<file path="config.mk">
export PLATFORM = sky130hd
export DESIGN_NAME = bbox_scan_ctrl
export DESIGN_NICKNAME = d
export VERILOG_FILES = /design/src/rtl/bbox_scan_ctrl.sv
export SDC_FILE = /design/constraint.sdc
export NUM_CORES = 1
export LEC_CHECK = 0
export ABC_AREA = 0
export BUFFER_PORTS_ARGS = -buffer_cell sky130_fd_sc_hd__buf_2
export CAP_MARGIN = 20
export CORE_ASPECT_RATIO = 2
export CORE_MARGIN = 4
export CORE_UTILIZATION = 55
export CTS_BUF_LIST = sky130_fd_sc_hd__clkbuf_4 sky130_fd_sc_hd__clkbuf_8 sky130_fd_sc_hd__clkbuf_16
export CTS_CLUSTER_DIAMETER = 100
export DETAILED_ROUTE_END_ITERATION = 8
export HOLD_SLACK_MARGIN = 0.05
export PLACE_DENSITY = 0.79
export SLEW_MARGIN = 5
export SYNTH_ARGS = -nofsm -noshare
export SYNTH_HDL_FRONTEND = slang
export SYNTH_SLANG_ARGS = --single-unit
</file>
<file path="constraint.sdc">
create_clock -name clk -period 13.5 [get_ports clk]
set_clock_uncertainty 0.1 [all_clocks]
set_input_delay 1.35 -clock clk [delete_from_list [all_inputs] [get_ports clk]]
set_output_delay 1.35 -clock clk [all_outputs]
set_load 0.01 [all_outputs]
</file>
<file path="src/rtl/bbox_scan_ctrl.sv">
// Raster-scans a WIDTH x HEIGHT pixel RAM and reports the bounding box of
// every pixel at or above a latched threshold.
module bbox_scan_ctrl #(
  parameter int WIDTH  = 100,
  parameter int HEIGHT = 100,
  parameter int ADDR_W = 14,
  parameter int PIX_W  = 8
) (
  input  logic              clk,
  input  logic              rst,
  input  logic              start,
  input  logic              abort,
  input  logic [PIX_W-1:0]  threshold,
  output logic              rdy,
  output logic              done,
  output logic              found,
  output logic [ADDR_W-1:0] mem_addr,
  output logic              mem_rden,
  input  logic [PIX_W-1:0]  mem_rddata,
  output logic [10:0]       x_min,
  output logic [10:0]       x_max,
  output logic [10:0]       y_min,
  output logic [10:0]       y_max,
  output logic [1:0]        dbg_state
);

  localparam logic [1:0] S_IDLE  = 2'd0;
  localparam logic [1:0] S_SCAN  = 2'd1;
  localparam logic [1:0] S_DRAIN = 2'd2;
  localparam logic [1:0] S_DONE  = 2'd3;

  localparam logic [10:0] X_LAST = 11'(WIDTH - 1);
  localparam logic [10:0] Y_LAST = 11'(HEIGHT - 1);

  logic [1:0]        state_q, state_d;
  logic [PIX_W-1:0]  thr_q, thr_d;
  logic [10:0]       x_q, x_d, y_q, y_d;
  logic [ADDR_W-1:0] addr_q, addr_d;

  // Coordinates of the read issued last cycle, aligned with returning data.
  logic              vld_q, vld_d;
  logic [10:0]       px_q, px_d, py_q, py_d;

  logic [10:0]       acc_xmin_q, acc_xmin_d, acc_xmax_q, acc_xmax_d;
  logic [10:0]       acc_ymin_q, acc_ymin_d, acc_ymax_q, acc_ymax_d;
  logic              hit_q, hit_d;

  logic              found_q, found_d;
  logic [10:0]       xmin_q, xmin_d, xmax_q, xmax_d;
  logic [10:0]       ymin_q, ymin_d, ymax_q, ymax_d;

  logic              scan_last;
  logic              pix_hit;

  assign scan_last = (x_q == X_LAST) && (y_q == Y_LAST);
  assign pix_hit   = vld_q && (mem_rddata >= thr_q);

  always_comb begin
    state_d    = state_q;
    thr_d      = thr_q;
    x_d        = x_q;
    y_d        = y_q;
    addr_d     = addr_q;
    vld_d      = 1'b0;
    px_d       = x_q;
    py_d       = y_q;
    acc_xmin_d = acc_xmin_q;
    acc_xmax_d = acc_xmax_q;
    acc_ymin_d = acc_ymin_q;
    acc_ymax_d = acc_ymax_q;
    hit_d      = hit_q;
    found_d    = found_q;
    xmin_d     = xmin_q;
    xmax_d     = xmax_q;
    ymin_d     = ymin_q;
    ymax_d     = ymax_q;

    if (pix_hit) begin
      if (px_q < acc_xmin_q) acc_xmin_d = px_q;
      if (px_q > acc_xmax_q) acc_xmax_d = px_q;
      if (py_q < acc_ymin_q) acc_ymin_d = py_q;
      if (py_q > acc_ymax_q) acc_ymax_d = py_q;
      hit_d = 1'b1;
    end

    case (state_q)
      S_IDLE: begin
        if (start) begin
          state_d    = S_SCAN;
          thr_d      = threshold;
          x_d        = '0;
          y_d        = '0;
          addr_d     = '0;
          acc_xmin_d = '1;
          acc_xmax_d = '0;
          acc_ymin_d = '1;
          acc_ymax_d = '0;
          hit_d      = 1'b0;
        end
      end
      S_SCAN: begin
        if (abort) begin
          state_d = S_IDLE;
        end else begin
          vld_d = 1'b1;
          if (scan_last) begin
            state_d = S_DRAIN;
          end else begin
            addr_d = addr_q + ADDR_W'(1);
            if (x_q == X_LAST) begin
              x_d = '0;
              y_d = y_q + 11'd1;
            end else begin
              x_d = x_q + 11'd1;
            end
          end
        end
      end
      S_DRAIN: begin
        if (abort) begin
          state_d = S_IDLE;
        end else begin
          // The final pixel is evaluated this cycle, so publish the
          // accumulators including its contribution.
          state_d = S_DONE;
          found_d = hit_d;
          if (hit_d) begin
            xmin_d = acc_xmin_d;
            xmax_d = acc_xmax_d;
            ymin_d = acc_ymin_d;
            ymax_d = acc_ymax_d;
          end else begin
            xmin_d = '0;
            xmax_d = '0;
            ymin_d = '0;
            ymax_d = '0;
          end
        end
      end
      S_DONE:  state_d = S_IDLE;
      default: state_d = S_IDLE;
    endcase
  end

  always_ff @(posedge clk or posedge rst) begin
    if (rst) begin
      state_q    <= S_IDLE;
      thr_q      <= '0;
      x_q        <= '0;
      y_q        <= '0;
      addr_q     <= '0;
      vld_q      <= 1'b0;
      px_q       <= '0;
      py_q       <= '0;
      acc_xmin_q <= '1;
      acc_xmax_q <= '0;
      acc_ymin_q <= '1;
      acc_ymax_q <= '0;
      hit_q      <= 1'b0;
      found_q    <= 1'b0;
      xmin_q     <= '0;
      xmax_q     <= '0;
      ymin_q     <= '0;
      ymax_q     <= '0;
    end else begin
      state_q    <= state_d;
      thr_q      <= thr_d;
      x_q        <= x_d;
      y_q        <= y_d;
      addr_q     <= addr_d;
      vld_q      <= vld_d;
      px_q       <= px_d;
      py_q       <= py_d;
      acc_xmin_q <= acc_xmin_d;
      acc_xmax_q <= acc_xmax_d;
      acc_ymin_q <= acc_ymin_d;
      acc_ymax_q <= acc_ymax_d;
      hit_q      <= hit_d;
      found_q    <= found_d;
      xmin_q     <= xmin_d;
      xmax_q     <= xmax_d;
      ymin_q     <= ymin_d;
      ymax_q     <= ymax_d;
    end
  end

  assign rdy       = (state_q == S_IDLE);
  assign done      = (state_q == S_DONE);
  assign mem_rden  = (state_q == S_SCAN);
  assign mem_addr  = addr_q;
  assign found     = found_q;
  assign x_min     = xmin_q;
  assign x_max     = xmax_q;
  assign y_min     = ymin_q;
  assign y_max     = ymax_q;
  assign dbg_state = state_q;

endmodule

</file>
Yosys cells after proc, flatten, opt, wreduce, memory -nomap -nowiden
Cells that the tools add are included.
Operators by class
  equality and inequality tests: 10
  order comparisons: 5
  add/subtract/negate cells: 3
  reduce and logical (&&, ||, !) cells: 9
  muxes and demuxes: 43
  bitwise logic cells: 1
Operators with widths (count)
  $mux W11: 27
  $pmux W11 S2: 2
  $mux W14: 3
  $pmux W14 S2: 1
  $add A11 B1 Y11 const B: 2
  $eq A11 B7 Y1 const B: 2
  $gt A11 B11 Y1: 2
  $lt A11 B11 Y1: 2
  $add A14 B1 Y14 const B: 1
  $ge A8 B8 Y1: 1
  $mux W2: 4
  $pmux W2 S4: 1
  $ne A2 B2 Y1 const B: 3
  $reduce_and A2 Y1: 3
  $mux W1: 5
  $reduce_and A5 Y1: 1
  $eq A2 B2 Y1 const B: 2
  $reduce_and A4 Y1: 1
  $ne A3 B2 Y1 const B: 1
  $eq A2 B1 Y1 const B: 1
  $logic_and A1 B1 Y1: 2
  $logic_not A2 Y1: 1
  $ne A2 B1 Y1 const B: 1
  $reduce_bool A2 Y1: 1
  $not A1 Y1: 1
Storage, ports and cells
  logic and storage cells: 89
  flip-flop bits (word level): 159
  output and inout port bits: 64

Depth between registers and ports, before layout
  depth in word-level cells: 5
  depth in mapped cells: 9
  depth with buffers taken out: 8

Worst setup path after synthesis
No wires, ideal clock.
  path type: input to register
  from: input mem_rddata[0]
  to: register ymin_q[9] (netlist: y_min[9])
  library setup time: 0.121 ns
  stages: 9
  arrival time: 3.236 ns
  setup slack: 10.042 ns
  buffers on the path: 1
  cells stage by stage: inv_1 -> ha_1 -> nand2b_4 -> a2111o_1 -> a311oi_4 -> or4_4 -> buf_12 -> mux2i_1 -> o21ai_2
Between the ends
  cells in the longest elaborated chain, start to end: 4
  elaborated cells between the ends (all ways): 5
  those cells by class: order compare (1); mux (3); reduce/logical (1)
Ends and longest elaborated chain
  start, declared: RTL line 19  | input logic [PIX_W-1:0] mem_rddata,
  $ge A8 B8 Y1 *: RTL line 56  | assign pix_hit = vld_q && (mem_rddata >= thr_q);
  $logic_and A1 B1 Y1 *: RTL line 56
  $mux W11 / $mux W1 (equally long branches): RTL line 78  | if (pix_hit) begin
  $mux W11 *: RTL line 127  | if (hit_d) begin
  end signal, assigned: RTL line 182  | ymin_q <= ymin_d;
  end, declared: RTL line 50  | logic [10:0] ymin_q, ymin_d, ymax_q, ymax_d;
Every way passes the cells marked *; elsewhere a longest branch is shown, timed or not.
A chain may end at the register's enable or synchronous reset.

Worst setup path in the final report
  from: input mem_rddata[0]
  to: register xmax_q[8] (netlist: x_max[8])
Between the ends
  cells in the longest elaborated chain, start to end: 4
  elaborated cells between the ends (all ways): 5
  those cells by class: order compare (1); mux (3); reduce/logical (1)
Ends and longest elaborated chain
  $ge A8 B8 Y1 *: RTL line 56
  $logic_and A1 B1 Y1 *: RTL line 56
  $mux W11 / $mux W1 (equally long branches): RTL line 78
  $mux W11 *: RTL line 127
  end signal, assigned: RTL line 181  | xmax_q <= xmax_d;
  end, declared: RTL line 49  | logic [10:0] xmin_q, xmin_d, xmax_q, xmax_d;
Marks and branches as above.

==> impl_results.md <==
* Final worst slack at 9770 ps
* Final min period at 3730 ps
* Nets@finish at 891
* Clk buf depth at 2
* Drt pass-1 iters at 4
* Worst EP required at 13670 ps
* Routability cong. at 0.812
* Die W at 91.2 µm
* Synth Register Bits at 159
* Mapped cell area at 7620 µm²
* I/O Buffers at 83
* CTS resizes at 0
* Synth top area share at 45.0%
* Net load switching power at 0.443 mW
* Grt total ovfl at 0
* Commonest non-fill, non-tap cell in the layout: dfrtp_1
* Rows at 60
* Place WS at 9330 ps
* VDD IR-drop max at 0.000120 V
* Hold Vio Cnt, Final at 0
* Slew headroom at 28.5%
* Residual DRC at 0
* Crit path max fanout at 31
* Combinational power share at 23.6%
* Synth cell types at 50
* Max cap viols at 0
* Routed WL at 16100 µm
* Post-CTS Repair Setup Buffers at 0
* Synth Area per Inst at 10.3 µm²
* Final design utilization at 64.9%
* Antenna violations before repair at 0
* First-pass GRT wire length at 27700 µm
* Reg2Reg Capture Point: y_max[4]
* Setup crit end: x_max[8]
* Register-to-Register Path Depth at 7
* Antenna cells at 0
* Post-DR vias/cell at 5.62
* Share of layout cells above drive strength 1 at 19.0%
* H-Tree Depth at 4
* Finish-stage setup viols at 0
* Clk pwr share at 34.9%
* Synth area leader: dfrtp_1
* FMAX at 268 MHz
* Worst-Skew Late Latency at 410 ps
* Worst R2R Setup Slack at 10420 ps
* Post-route antenna net violation count at 0
* Period utilization at 27.6%
* HP Start: px_d[6]
* Wire length per cell at 16.3 µm
* Largest net degree at the start of global routing at 104
* Reg2Reg Launch Point: py_q[9]
* Syn_nets at 813
* Status: finished, final reports clean
* Syn. warnings at 0
* Total Neg Setup Slack at 0 ps
* Worst setup path class: in2reg
* CTS clock-pin slew for the worst setup and hold paths at 60 ps
* Crit path from: mem_rddata[0]
* Cts hold-fix bufs at 0
* Post-synthesis mux area share at 6.04%
* Filler cell count at 1074
* Cell area power density at 165 nW/µm²
* Ranking of synthesized cells by area: dfrtp_1 (45%), ha_1 (8.7%), dfstp_2 (7.6%)
* Synth Area in Compound Gates at 8.71%
* Vias at 5538
* Arrival time at the worst endpoint at 3900 ps
* Full die area at 15900 µm²
* Switch share at 30.7%
* Placeable Area at 13500 µm²
* Initial cell density of the core at 56.4%
* Area Overhead vs Synth at 15.1%
* P_int at 1.00 mW
* Top Ports at 84
* Crit end category: flop
* DRT iter0 DRCs at 265
* Worst Hold Class: reg2reg
* Post-synthesis sequential area ratio at 52.6%
* Synthesized instance count at 740
* Main combinational cell family by area after synthesis: simple AND/OR/NAND/NOR gates
* Tot GR Track Use at 21.5%
* Seq pwr share at 41.5%
* Critical path launch point type: input port
* Xor/xnor share of the synthesized area at 2.76%
* Clock sink count at 159
* Vias in the first global route at 5803
* Die Span Y at 174 µm
* Root buffer cell: clkbuf_16
* Unrepaired setup endpoints after global routing: no
* Num CTS Buffers at 17
* Max-slew violations at 0
* Most frequent cells in the layout: dfrtp_1 (137), nand2_1 (108), buf_2 (83)
* Worst Tran Pin Value at 1070 ps
* Hpwl dp at 11300 µm
* CTS tree: done
* Synth Area in Simple Gates at 16.2%
* Static Leak at 4.55 nW
* Post-synthesis adder-cell area fraction at 8.71%
-- through the flow --
stage / cell area, µm² / hold WS [ps] / cells / total power, mW
after floorplan: 7620 / 287 / 740 / 0.856
after global placement: 8110 / 297 / 952 / 0.927
after detailed placement: 8110 / 309 / 952 / 0.940
after CTS: 8740 / 326 / 984 / 1.45
after global routing: 8770 / 343 / 986 / 1.53
final: 8770 / 318 / 986 / 1.44
-- state kept, by name (all words and copies together) (netlist names), 2 cells and up --
name and count:
mem_addr 14, acc_xmin_q 11, py_q 11, acc_xmax_q 11, thr_q 8, px_q 11, dbg_state 2, y_min 11
x_max 11, px_d 11, x_min 11, acc_ymin_q 11, acc_ymax_q 11, py_d 11, y_max 11
-- routing by layer --
metal	vias up	track usage, %	wire length, µm
met2	114	39.2	9020
met1	2720	24.9	6190
met3	29	3.90	543
met4	0	7.93	316
li1	2675	-	-
met5	-	0	0
-- cell type report --
class / instances / area [µm²] / area share, %
repair buffers: 88 / 473 / 5.39
flip-flops and latches: 159 / 4010 / 45.7
clock inverters: 10 / 161 / 1.84
clock buffers: 22 / 469 / 5.35
multi-input cells: 494 / 3240 / 37.0
inverters: 58 / 223 / 2.54
well taps: 155 / 194 / 2.21
-- synthesized netlist by cell type (all sizes together) --
cell	n
dfstp	22
o21ai	69
a22oi	1
xnor2	11
nand4b	1
dfrtp	137
nor3	10
a21o	4
xor2	13
or4	3
nand2	108
nor4b	6
o21a	1
ha	53
or3	2
a2111oi	1
nor2	55
nand3b	3
nor4	1
a21oi	27
o31ai	2
nand4	21
a311oi	1
and4	3
and2	7
a2111o	1
nand3	20
nand2b	7
and3	9
o41ai	1
mux2i	46
inv	58
buf	8
clkbuf	21
a211oi	6
and4b	1
-- power groups by stage --
stage	Combinational, mW	Clock, mW	Sequential, mW
final	0.342	0.504	0.599
after global routing	0.389	0.533	0.608
after CTS	0.339	0.513	0.599
after detailed placement	0.334	0	0.606
after global placement	0.324	0	0.603
after floorplan	0.264	0	0.593
-- cell families (layout without fill, tap and decap cells) --
family,after synthesis,after routing
compound gates,114,114
xor+xnor,24,24
fa+ha+maj,53,53
buf+inv,87,178
flops,159,159
mux,46,46
simple gates,257,257
-- critical path, cell delays in order --
cell and delay (ps):
buf_2 80, inv_1 30, ha_1 270, nand2b_4 130
a2111o_1 430, a311oi_4 540, a21o_1 500, buf_4 390
o21ai_0 160
-- worst min-delay path by stage --
stage                          to  slack (ps)  cells after the start
after floorplan           px_q[6]         290                      0
after global placement    px_q[6]         300                      0
after detailed placement  px_q[6]         310                      0
after CTS                 px_q[6]         330                      0
after global routing      px_q[6]         340                      0
final                     px_q[6]         320                      0
No activity file was read; power rests on OpenSTA's default activity.
